$ cat src/rtl/ex_mem_pkg.sv
// Shared constants and payload layout for the EX->MEM stage register.
// Control bundle bit positions are fixed; bits above CTRL_MEM_W are user-defined.
package ex_mem_pkg;

   localparam int CTRL_REG_W     = 0;
   localparam int CTRL_MEM_TO_REG = 1;
   localparam int CTRL_MEM_W     = 2;

   function automatic int pay_w(input int dw, input int aw, input int cw);
      return cw + 3 * dw + aw;
   endfunction

   typedef struct packed {
      logic [2:0]  ctrl;
      logic [31:0] alu;
      logic [31:0] rt;
      logic [4:0]  rd;
      logic [31:0] inst;
   } ex_mem_pay_t;

endpackage

$ cat src/rtl/pipe_skid_buf.sv
// Generic valid/ready pipeline register with flush; EX_MEM_SKID_EN adds a
// one-entry skid register so in_ready no longer depends on out_ready.
module pipe_skid_buf #(
   parameter int W = 8
) (
   input  logic         clk,
   input  logic         rst_n,
   input  logic         flush,
   input  logic         in_valid,
   output logic         in_ready,
   input  logic [W-1:0] in_data,
   output logic         out_valid,
   input  logic         out_ready,
   output logic [W-1:0] out_data
);

   logic         r_vld_p1;
   logic [W-1:0] r_dat_p1;
   logic         w_consume;
   logic         w_accept;

   assign w_consume = r_vld_p1 & out_ready;
   assign w_accept  = in_valid & in_ready & ~flush;
   assign out_valid = r_vld_p1;
   assign out_data  = r_dat_p1;

`ifdef EX_MEM_SKID_EN
   logic         r_skid_vld_p1;
   logic [W-1:0] r_skid_dat_p1;

   assign in_ready = ~r_skid_vld_p1;

   // Skid only fills while main is full and stalled, so main is never empty with skid full.
   always_ff @(posedge clk or negedge rst_n) begin
      if (!rst_n) begin
         r_vld_p1      <= 1'b0;
         r_dat_p1      <= '0;
         r_skid_vld_p1 <= 1'b0;
         r_skid_dat_p1 <= '0;
      end else if (flush) begin
         r_vld_p1      <= 1'b0;
         r_skid_vld_p1 <= 1'b0;
      end else if (!r_vld_p1 || w_consume) begin
         if (r_skid_vld_p1) begin
            r_vld_p1      <= 1'b1;
            r_dat_p1      <= r_skid_dat_p1;
            r_skid_vld_p1 <= w_accept;
            if (w_accept) r_skid_dat_p1 <= in_data;
         end else begin
            r_vld_p1 <= w_accept;
            if (w_accept) r_dat_p1 <= in_data;
         end
      end else if (w_accept) begin
         r_skid_vld_p1 <= 1'b1;
         r_skid_dat_p1 <= in_data;
      end
   end
`else
   assign in_ready = out_ready | ~r_vld_p1;

   always_ff @(posedge clk or negedge rst_n) begin
      if (!rst_n) begin
         r_vld_p1 <= 1'b0;
         r_dat_p1 <= '0;
      end else if (flush) begin
         r_vld_p1 <= 1'b0;
      end else if (in_ready) begin
         r_vld_p1 <= in_valid;
         if (in_valid) r_dat_p1 <= in_data;
      end
   end
`endif

endmodule

$ cat src/rtl/ex_mem_stage.sv
// EX->MEM pipeline stage: packs fields into pipe_skid_buf, gates ctrl to NOP
// on bubbles and exposes a registered forwarding tap. Option: EX_MEM_SKID_EN.
module ex_mem_stage
   import ex_mem_pkg::*;
#(
   parameter int DATA_W = 32,
   parameter int ADDR_W = 5,
   parameter int CTRL_W = 3
) (
   input  logic              clk,
   input  logic              rst_n,
   input  logic              flush,
   input  logic              in_valid,
   output logic              in_ready,
   input  logic [CTRL_W-1:0] in_ctrl,
   input  logic [DATA_W-1:0] in_alu,
   input  logic [DATA_W-1:0] in_rt,
   input  logic [ADDR_W-1:0] in_rd,
   input  logic [DATA_W-1:0] in_inst,
   output logic              out_valid,
   input  logic              out_ready,
   output logic [CTRL_W-1:0] out_ctrl,
   output logic [DATA_W-1:0] out_alu,
   output logic [DATA_W-1:0] out_rt,
   output logic [ADDR_W-1:0] out_rd,
   output logic [DATA_W-1:0] out_inst,
   output logic              fwd_en,
   output logic [ADDR_W-1:0] fwd_rd,
   output logic [DATA_W-1:0] fwd_data
);

   localparam int PW = pay_w(DATA_W, ADDR_W, CTRL_W);

   logic [PW-1:0]     w_in_pay;
   logic [PW-1:0]     w_out_pay;
   logic [CTRL_W-1:0] w_ctrl;
   logic              w_out_valid;

   assign w_in_pay = {in_ctrl, in_alu, in_rt, in_rd, in_inst};

   pipe_skid_buf #(.W(PW)) u_buf (
      .clk       (clk),
      .rst_n     (rst_n),
      .flush     (flush),
      .in_valid  (in_valid),
      .in_ready  (in_ready),
      .in_data   (w_in_pay),
      .out_valid (w_out_valid),
      .out_ready (out_ready),
      .out_data  (w_out_pay)
   );

   assign {w_ctrl, out_alu, out_rt, out_rd, out_inst} = w_out_pay;

   // Data fields keep their stale value on a bubble; only ctrl is squashed.
   assign out_valid = w_out_valid;
   assign out_ctrl  = w_out_valid ? w_ctrl : '0;
   assign fwd_en    = w_out_valid & w_ctrl[CTRL_REG_W] & (out_rd != '0);
   assign fwd_rd    = out_rd;
   assign fwd_data  = out_alu;

endmodule

$ cat config.mk
export PLATFORM = sky130hd
export DESIGN_NAME = ex_mem_stage
export DESIGN_NICKNAME = d
export VERILOG_FILES = /design/src/rtl/ex_mem_pkg.sv /design/src/rtl/pipe_skid_buf.sv /design/src/rtl/ex_mem_stage.sv
export SDC_FILE = /design/constraint.sdc
export NUM_CORES = 1
export LEC_CHECK = 0
export ABC_AREA = 0
export BUFFER_PORTS_ARGS = -buffer_cell sky130_fd_sc_hd__buf_2
export CELL_PAD_IN_SITES_DETAIL_PLACEMENT = 1
export CELL_PAD_IN_SITES_GLOBAL_PLACEMENT = 2
export CORE_MARGIN = 10
export CORE_UTILIZATION = 26
export CTS_BUF_LIST = sky130_fd_sc_hd__clkbuf_2
export DETAILED_ROUTE_END_ITERATION = 10
export GPL_TIMING_DRIVEN = 0
export PLACE_DENSITY_LB_ADDON = 0.15
export SETUP_SLACK_MARGIN = 0.02
export SYNTH_ARGS = -nofsm -noshare
export SYNTH_HDL_FRONTEND = slang
export SYNTH_SLANG_ARGS = --single-unit
$ cat constraint.sdc
create_clock -name clk -period 1.56 [get_ports clk]
set_input_delay 0.312 -clock clk [delete_from_list [all_inputs] [get_ports clk]]
set_output_delay 0.312 -clock clk [all_outputs]
set_load 0.03 [all_outputs]
=== Word-level counts from Yosys, hierarchy flattened ===
Index checks and enable logic that the tools add are counted.

* Register bits after elaboration: 105
* Output and inout bits: 144
* Word-level logic and storage cells: 13

* Muxes and demuxes: 3
* Bitwise operators: 5
* Reductions and logical operators: 3

{| class="wikitable"
|+ Operators with widths
! kind !! count
|-
| 5-bit nonzero test || 1
|-
| 3-bit 2-to-1 mux || 1
|-
| 3-bit AND reduction || 1
|-
| 1-bit AND || 2
|-
| 1-bit 2-to-1 mux || 2
|-
| 1-bit NOT || 2
|-
| 2-bit nonzero test || 1
|-
| 1-bit OR || 1
|}

=== Logic depth before layout (Yosys ltp) ===
Gate-level depths: netlist of the first run.

* Word-level depth: 4
* Depth in mapped cells: 5

=== Cells and area by module ===
From an unflattened synthesis of the first run, not the netlist that was laid out.

* Cells, all modules: 267
* Area, all modules: 4244.1 µm²

{| class="wikitable"
|+ Modules (own cells, without submodules)
! module !! instances !! cells an instance !! area each (µm²) !! sequential area each (µm²)
|-
| pipe_skid_buf || 1 || 225 || 3932.5 || 2627.5
|-
| ex_mem_stage || 1 || 42 || 311.5 || 0.0
|}

=== Least setup slack after synthesis of the first run ===
OpenSTA, ideal clock, no wires.

* Path kind: register to register
* Start: register u_buf.r_vld_p1, in the netlist u_buf.out_valid
* End: register u_buf.r_dat_p1[32], in the netlist u_buf.out_data[32]
* Setup time: 0.127 ns
* Data arrival time: 1.591 ns
* Required time: 1.433 ns
* Path slack: -0.159 ns
* Stages on the path, launching flop included: 6
* Clock period less this slack: 1.719 ns
* Cells stage by stage: dfrtp_1 nor2b_2 nor3b_4 buf_4 buf_6 mux2_1

* Cells in the longest elaborated chain, start to end: 3

{| class="wikitable"
|+ Ends and longest elaborated chain
! element !! RTL line !! text
|-
| start, declared || pipe_skid_buf.sv:17 || <nowiki>logic r_vld_p1;</nowiki>
|-
| start signal, assigned || pipe_skid_buf.sv:68 || <nowiki>r_vld_p1 <= in_valid;</nowiki>
|-
| 1-bit NOT || pipe_skid_buf.sv:59 || <nowiki>assign in_ready = out_ready | ~r_vld_p1;</nowiki>
|-
| 1-bit OR || pipe_skid_buf.sv:59 ||
|-
| 3-bit AND reduction (no line) || n/a ||
|-
| end signal, assigned || pipe_skid_buf.sv:69 || <nowiki>if (in_valid) r_dat_p1 <= in_data;</nowiki>
|-
| end, declared || pipe_skid_buf.sv:18 || <nowiki>logic [W-1:0] r_dat_p1;</nowiki>
|}

No other way between the ends.
A chain may end at the register's enable or synchronous reset.

=== Final worst setup path of the first run ===
* Start: register u_buf.r_dat_p1[36], in the netlist u_buf.out_data[36]
* End: output fwd_en

* Cells in the longest elaborated chain, start to end: 2

{| class="wikitable"
|+ Ends and longest elaborated chain
! element !! RTL line !! text
|-
| 5-bit nonzero test || ex_mem_stage.sv:58 || <nowiki>assign fwd_en = w_out_valid & w_ctrl[CTRL_REG_W] & (out_rd != '0);</nowiki>
|-
| 1-bit AND || ex_mem_stage.sv:58 ||
|-
| end, declared || ex_mem_stage.sv:27 || <nowiki>output logic fwd_en,</nowiki>
|}

No other way between the ends.

==> metrics, run 1 <==
VDD IR max=0.576 mV; kind of end point of the critical path=output port; synth warn=0; DPL Wire Length=11.8 mm; Mapped Cells=368; Vias/cell=3.93; Worst EP required=1.25 ns; clk slew on worst S/H paths=0.31 ns; WL final=approximately 19 mm; final slew viol count=0; status=complete, but fails checks; Post-Synthesis Cell Area=around 5000 um^2; antenna violations before repair=2; WL per Instance=18.6 um; CTS max path bufs=2; register bit total from synthesis=between 100 and 150; failing checks=negative setup slack; register area share after synthesis=52.5%; gr usage total=between 10% and 20%; Core Area=18800 um^2; setup slack, reg-to-reg=-0.28 ns; Synth top area share=52.5%; setup TNS=-27.45 ns; GPL Wtd Cong=just under 0.7; Area Growth Syn to Fin=101%; critical path peak fanout=2; GRT overflow=0; RR Startpoint=u_buf.out_valid; Max Freq=approximately 440 MHz; DRC=0; Nets=880; Worst Tran Pin Value=0.545 ns; R2R depth=8; detailed-route via count=around 4100; DP Worst Slack=-0.249 ns; layout cells sized above 1=73.2%; clock root cell=clkbuf_2; Pre-antenna DRT Iters=4; FP Rows=50; RR Endpoint=u_buf.out_data[23]; Tcrit/Tclk final=144%; Hold WC Path Type=input pin to asynchronous set/reset pin; Num CTS Buffers=9; maxcap violations=0; Final min period=2.25 ns; post-route ant nets=0; Clock Latency Late Sink=slightly above 0.6 ns; Power Dens Cells=1070 nW/um^2; Die Span X=about 160 um; final hold vios=0; P_leak=4.94 nW; IO Pins=253; Avg Inst Size Synth=roughly 14 um^2; I/O Buffers=252; CTS tree=done; CP Data Arrival Time=roughly 1.9 ns; Worst setup SP type=flip-flop; largest net degree at the start of global routing=54; # clock sinks=between 100 and 150; Final WS setup=-0.693 ns; Final setup viols=211; Initial Util=26.6%; Die Y=159 um; CTS H-tree lvls=3; top post-synthesis cells by area=dfrtp_1, buf_4, mux2_1, mux2_2, buf_6; Syn Nets=477; Max transition margin=63.6%; skew final=roughly 0.024 ns; Yosys cell types=13; largest area contributor in the netlist=dfrtp_1; first-pass GRT wire length=30.2 mm; RSZ-0062 raised after global routing=true; vias in the first global route=4987; initial drt markers=63; Setup CP Type=flip-flop to output port; total die area=25200 um^2
[cell usage in the layout, fill, tap and decap left out, drive strengths merged]
cell	netlist	layout
buf	149	434
dlygate4sd3	0	107
dfrtp	105	105
mux2	104	104
clkbuf	0	11
and2	3	3
nor2	2	2
clkinvlp	0	2
bufinv	0	2
diode	0	1
or4	1	1
o21a	1	1
nor2b	1	1
inv	1	1
nor3b	1	1
clkinv	0	1
[layer usage]
layer	vias to the layer above	GRT usage, %	share of wire [%]	wire length [um]
met3	11	5.89	8.7	1690
met4	0	3.95	0.89	172
met1	2013	17.2	41	7890
met5	-	0	0	0
li1	1891	-	-	-
met2	165	25.5	49	9520
[synth_stat cells, drive strengths merged]
master	number
or4	1
nor2	2
mux2	104
dfrtp	105
o21a	1
buf	149
nor3b	1
nor2b	1
and2	3
inv	1
[power breakdown]
group / internal [mW] / leakage (nW) / switching (mW)
clock: 0.538 / 0.0782 / 0.958
sequential: 3.19 / 1.23 / 0.442
combinational: 3.28 / 3.63 / 2.37
[area by class of cell]
class	instances	area [um^2]
repair buffers	423	4000
flip-flops and latches	105	2640
inverters	1	3.75
fillers	1881	8770
clock buffers	11	55.1
well taps	260	325
plain buffers	118	1340
multi-input cells	113	1610
clock inverters	5	80.1
diodes	1	2.50
[registers in the layout (all words and copies together) (netlist names)]
| name | cells |
|---|---|
| u_buf.out_data | 104 |
| u_buf.out_valid | 1 |
[worst max-delay path: stages (launching register included)]
cell     delay, ns
dfrtp_1       0.46
or4_4         0.54
o21a_1        0.19
buf_6         0.14
[cell families (layout without fill, tap and decap cells)]
family / count (synthesis) / after routing / synth area share, %
buffers and inverters: 150 / 558 / 22.7
muxes: 104 / 104 / 23.4
DFF: 105 / 105 / 52.5
and+or+nand+nor: 8 / 8 / 1.23
AOI/OAI and AO/OA: 1 / 1 / 0.150
other: 0 / 1 / 0
[what timing repair did]
item                                   CTS  global route
endpoints found under the hold margin  163             0
buffers inserted                        33            31
setup endpoints to repair              248           238
gates resized for setup                540            30
pin swaps                                2             1
gates cloned                            11             0
hold buffers                           107             0
[metrics by stage]
stage | std cells | util [%] | hold WS (ns) | instance area [um^2] | total power, mW
2_1_floorplan | 368 | - | 0.0164 | 5010 | 6.12
3_3_place_gp | 880 | 35.0 | 0.469 | 6600 | 7.10
3_5_place_dp | 881 | 35.2 | 0.317 | 6630 | 7.18
4_1_cts | 1034 | 54.1 | 0.119 | 10200 | 10.9
5_1_grt | 1037 | 53.4 | 0.166 | 10100 | 11.3
6_report | 1037 | 53.4 | 0.172 | 10100 | 10.8
[worst max path at each step]
| stage | slack, ns | from | to | depth (start not counted) |
|---|---|---|---|---|
| 2_1_floorplan | -0.06 | u_buf.out_valid | u_buf.out_data[32] | 5 |
| 3_3_place_gp | -1.39 | rst_n | u_buf.out_valid | 1 |
| 3_5_place_dp | -0.25 | u_buf.out_valid | u_buf.out_data[53] | 5 |
| 4_1_cts | -0.76 | u_buf.out_data[36] | fwd_en | 3 |
| 5_1_grt | -0.77 | u_buf.out_data[36] | fwd_en | 3 |
| 6_report | -0.69 | u_buf.out_data[36] | fwd_en | 3 |
Note: power is estimated with default switching activity, not from simulation.
==> run 2, diff against run 1 <==
clock period = 2 ns   (was 1.56 ns; I/O delays follow)
==> metrics, run 2 (synthesis gave the netlist of run 1 again) <==
status=complete, but fails checks (unchanged); failing checks=negative setup slack (unchanged); Worst Path Buf+Inv=1 (unchanged); combinational share of power=44.8% (was 52.4%); clock root cell=clkbuf_2 (unchanged); vias in the first global route=4576 (was 4987); critical path peak fanout=2 (unchanged); Worst setup SP type=flip-flop (unchanged); Initial Util=26.6% (unchanged); P_leak=3.96 nW (was 4.94 nW); Vias/cell=3.86 (was 3.93); Pwr Total=6.75 mW (was 10.8 mW); antenna violations before repair=1 (was 2); skew final=0.0208 ns (was 0.0239 ns); Worst EP required=1.60 ns (was 1.25 ns); gr usage total=12.4% (was 15.0%); Setup CP Type=flip-flop to output port (unchanged); maxcap violations=0 (unchanged); GPL Wtd Cong=0.731 (was 0.684); Area Growth Syn to Fin=57.9% (was 101%); Die Span X=159 um (unchanged); CP top delay family=simple AND/OR/NAND/NOR gates (unchanged); clk slew on worst S/H paths=0.30 ns (was 0.31 ns); post-route ant nets=0 (unchanged); DP Cell Count=881 (unchanged); RSZ-0062 raised after global routing=true (unchanged); CTS tree=done (unchanged); detailed-route via count=3890 (was 4080); Clock Power Share=15.1% (was 13.9%); total die area=25200 um^2 (unchanged); max incr delay on CP=0.50 ns (was 0.54 ns); Max Freq=438 MHz; I/O Buffers=252 (unchanged); Sw Share=38.3% (was 35.0%); max reg flops=104 (unchanged); CTS max path bufs=2 (unchanged); # clock sinks=105 (unchanged); Pint=4.17 mW (was 7.01 mW); fill count=2113 (was 1881); Final setup viols=1 (was 211); Final Instance Count excl. Fillers=1009 (was 1037); Switch Pwr=2.59 mW (was 3.77 mW); crit-path cells=or4_1 -> o21a_1 -> buf_6 (was or4_4 -> o21a_1 -> buf_6); Hold WC Path Type=input pin to asynchronous set/reset pin (unchanged); FF+latch area=2630 um^2 (was 2640 um^2); Power Dens Cells=855 nW/um^2 (was 1070 nW/um^2); final slew viol count=0 (unchanged); CTS H-tree lvls=3 (unchanged); final hold vios=0 (unchanged); sequential share of power=40.1% (was 33.7%); WL final=15.8 mm (was 19.3 mm); kind of end point of the critical path=output port (unchanged); slowest CP cell=or4_1 (was or4_4); largest net degree at the start of global routing=56 (was 54); GRT overflow=0 (unchanged); Final WS setup=-0.282 ns (was -0.693 ns); Die Y=159 um (unchanged); first-pass GRT wire length=25.4 mm (was 30.2 mm); Worst Tran Pin Value=0.519 ns (was 0.545 ns); Nets=852 (was 880); IO Pins=253 (unchanged); Clock Latency Late Sink=0.57 ns (was 0.61 ns); Num CTS Buffers=9 (unchanged); initial drt markers=66 (was 63); Final min period=roughly 2.3 ns; layout cells sized above 1=63.0% (was 73.2%); CP Data Arrival Time=1.88 ns (was 1.94 ns); FP Rows=50 (unchanged); most frequent cells in the layout=buf_2, buf_4, dlygate4sd3_1, dfrtp_1, mux2_1 (was buf_6, dlygate4sd3_1, buf_2, dfrtp_1, mux2_4); Max transition margin=65.4% (was 63.6%); WL per Instance=15.7 um (was 18.6 um); VDD IR max=0.313 mV (was 0.576 mV); Tcrit/Tclk final=114%; DPL Wire Length=11.8 mm (about the same); multi-input logic area=1250 um^2 (was 1610 um^2); Pre-antenna DRT Iters=4 (unchanged); commonest non-fill, non-tap cell in the layout=buf_2 (was buf_6); DRC=0 (unchanged); Core Area=18800 um^2 (unchanged)
==> run 2: cell types whose count changed in the layout (fill, tap and decap cells not counted), moves of 12 or more <==
cell    change
buf_12     -14
mux2_2     +34
buf_6     -240
buf_4     +100
buf_8      -12
mux2_1     +60
buf_2     +140
mux2_4     -94
==> run 2: final cells by class <==
type / instances / area share [%]
Inverter: 1 / 0.0475
Clock inverter: 5 / 0.713
Buffer: 149 / 14.4
Timing Repair Buffer: 364 / 30.9
Multi-Input combinational cell: 113 / 15.8
Clock buffer: 11 / 0.697
Antenna cell: 1 / 0.0317
Tap cell: 260 / 4.12
Sequential cell: 105 / 33.3
==> run 2: worst paths after layout <==
| check | endpoint | slack [ns] | depth (start not counted) | startpoint |
|---|---|---|---|---|
| max | fwd_en | -0.28 | 3 | u_buf.out_data[32] |
| min | u_buf.out_data[87] | 0.26 | 2 | rst_n |
| max reg2reg | u_buf.out_data[53] | 0.22 | 5 | u_buf.out_valid |
| min reg2reg | u_buf.out_data[57] | 0.53 | 1 | u_buf.out_data[57] |
| max in group asynchronous | u_buf.out_data[96] | 1.04 | 3 | rst_n |
| min in group clk | u_buf.out_data[93] | 0.47 | 4 | in_valid |
==> run 2: timing repair <==
action	in CTS	in global routing
pin swaps	2	1
hold endpoints to repair	155	0
gates resized for setup	8	18
hold buffers	107	0
setup endpoints to repair	2	25
setup buffers	4	0
==> run 2: through the flow <==
| step | setup slack (ns) | hold WS (ns) | TNS (ns) | util (%) | area (um^2) |
|---|---|---|---|---|---|
| 3_3_place_gp | -0.846 | 0.469 | -87.96 | 35.0 | 6590 |
| 2_1_floorplan | 0.281 | 0.104 | 0 | - | 5000 |
| 6_report | -0.282 | 0.258 | -0.282 | 41.9 | 7900 |
| 4_1_cts | -0.393 | 0.209 | -0.393 | 41.8 | 7860 |
| 3_5_place_dp | 0.112 | 0.397 | 0 | 35.2 | 6620 |
| 5_1_grt | -0.429 | 0.219 | -0.436 | 41.9 | 7900 |
==> run 2: metal layers <==
layer | global-route usage, % | part of all wire (%)
met1 | 14.3 | 42
met2 | 20.7 | 48
met3 | 4.70 | 8.7
met4 | 4.04 | 1.4
met5 | 0 | 0
==> run 2: power groups by stage <==
stage / Clock (mW) / Sequential [mW] / Combinational (mW)
2_1_floorplan: 0 / 2.68 / 2.10
3_3_place_gp: 0 / 2.73 / 2.80
3_5_place_dp: 0 / 2.76 / 2.85
4_1_cts: 1.11 / 2.71 / 3.05
5_1_grt: 1.18 / 2.77 / 3.23
6_report: 1.02 / 2.71 / 3.03
==> run 3, diff against run 2 <==
SKIP_CTS_REPAIR_TIMING = 1   (was unset)
==> metrics, run 3 (synthesis gave the netlist of run 1 again) <==
layout cells sized above 1=62.7% (was 63.0%); critical path peak fanout=2 (unchanged); Hold WC Path Type=input pin to asynchronous set/reset pin (unchanged); GPL Wtd Cong=0.731 (unchanged); largest net degree at the start of global routing=56 (unchanged); CP Data Arrival Time=1.89 ns (was 1.88 ns); total die area=25200 um^2 (unchanged); DP Worst Slack=0.112 ns (unchanged); Worst Tran Pin Value=0.518 ns (was 0.519 ns); DRC=0 (unchanged); initial drt markers=58 (was 66); Num CTS Buffers=9 (unchanged); vias in the first global route=3894 (was 4576); max reg flops=104 (unchanged); GRT overflow=0 (unchanged); combinational share of power=45.0% (was 44.8%); DPL Wire Length=11.8 mm (unchanged); RSZ-0062 raised after global routing=true (unchanged); post-route ant nets=0 (unchanged); Max Freq=437 MHz (was 438 MHz); Core Area=18800 um^2 (unchanged); Area Growth Syn to Fin=58.2% (was 57.9%); P_leak=3.97 nW (was 3.96 nW); WL final=15.6 mm (was 15.8 mm); crit-path cells=or4_1 -> o21a_1 -> buf_6 (unchanged); antenna violations before repair=1 (unchanged); Worst Path Buf+Inv=1 (unchanged); maxcap violations=0 (unchanged); critical path startpoint=u_buf.out_data[32] (unchanged); CTS tree=done (unchanged); Worst setup SP type=flip-flop (unchanged); skew final=0.0173 ns (was 0.0208 ns); Setup CP Type=flip-flop to output port (unchanged); commonest non-fill, non-tap cell in the layout=buf_2 (unchanged); kind of end point of the critical path=output port (unchanged); Power Dens Cells=854 nW/um^2 (was 855 nW/um^2); gr busiest metal=met2 (unchanged); most frequent cells in the layout=buf_2, buf_4, dlygate4sd3_1, dfrtp_1, mux2_1 (unchanged); FP Rows=50 (unchanged); Worst EP required=1.60 ns (about the same); Vias/cell=3.85 (was 3.86); failing checks=negative setup slack (unchanged); CTS H-tree lvls=3 (unchanged); Nets=852 (unchanged); final hold vios=0 (unchanged); Die Span X=159 um (unchanged); gr usage total=11.2% (was 12.4%); Sw Share=38.1% (was 38.3%); Max transition margin=65.4% (about the same); status=complete, but fails checks (unchanged); Switch Pwr=2.58 mW (was 2.59 mW); # clock sinks=105 (unchanged); RR Startpoint=u_buf.out_valid (unchanged); CTS max path bufs=2 (unchanged); VDD IR max=0.330 mV (was 0.313 mV); Final WS setup=-0.290 ns (was -0.282 ns); clock root cell=clkbuf_2 (unchanged); Clock Latency Late Sink=0.57 ns (about the same); Pwr Total=6.76 mW (was 6.75 mW); final slew viol count=0 (unchanged); max incr delay on CP=0.51 ns (was 0.50 ns); Initial Util=26.6% (unchanged); Die Y=159 um (unchanged); Tcrit/Tclk final=114% (about the same); met2 Usage GRT=17.8% (was 20.7%); sequential share of power=40.1% (about the same); Final min period=2.29 ns (was 2.28 ns); CP top delay family=simple AND/OR/NAND/NOR gates (unchanged); clk slew on worst S/H paths=0.28 ns (was 0.30 ns); Pre-antenna DRT Iters=4 (unchanged); Final setup viols=1 (unchanged); first-pass GRT wire length=22.4 mm (was 25.4 mm); IO Pins=253 (unchanged); hold slack=0.283 ns (was 0.258 ns); Pint=4.18 mW (was 4.17 mW); GR Util met3=6.09% (was 4.70%); Clock Power Share=14.9% (was 15.1%); detailed-route via count=3885 (was 3890); GR met1 Demand/Resource=12.6% (was 14.3%); I/O Buffers=252 (unchanged); slowest CP cell=or4_1 (unchanged); WL per Instance=15.5 um (was 15.7 um)
-- run 3: stage by stage --
step	std cells	cell area, um^2	util [%]	TNS [ns]
after floorplan	368	5000	-	0
after global placement	880	6590	35.0	-87.96
after detailed placement	881	6620	35.2	0
after CTS	897	6730	35.8	-0.504
after global routing	1009	7910	42.0	-0.639
final	1009	7910	42.0	-0.290
-- run 3: power by group through the flow --
stage / logic (mW) / registers (mW) / clock network (mW)
2_1_floorplan: 2.10 / 2.68 / 0
3_3_place_gp: 2.80 / 2.73 / 0
6_report: 3.04 / 2.71 / 1.01
4_1_cts: 2.85 / 2.72 / 1.11
3_5_place_dp: 2.85 / 2.76 / 0
5_1_grt: 3.24 / 2.77 / 1.17
-- run 3: path summary, 6_finish.rpt --
check                                      to  slack [ns]  depth (start not counted)
max                                    fwd_en       -0.29                          3
min                        u_buf.out_data[87]        0.28                          2
max reg2reg                u_buf.out_data[53]        0.23                          5
min reg2reg                u_buf.out_data[57]        0.53                          1
max in group asynchronous  u_buf.out_data[96]        1.04                          3
min in group clk           u_buf.out_data[93]        0.49                          4
-- run 3: layer usage --
layer / vias up / routed length (um)
met5: - / 0
met1: 1879 / 6570
li1: 1829 / -
met3: 14 / 1370
met4: 0 / 208
met2: 163 / 7470
-- run 3: final cells by class --
cell class                 count  area, um^2
antenna                        1        2.50
buffer                       149        1140
clock buffer                  11        55.1
clock inverter                 5        56.3
fill                        2099       10900
inverter                       1        3.75
multi-input combinational    113        1250
sequential                   105        2630
tap                          260         325
timing repair buffer         364        2450
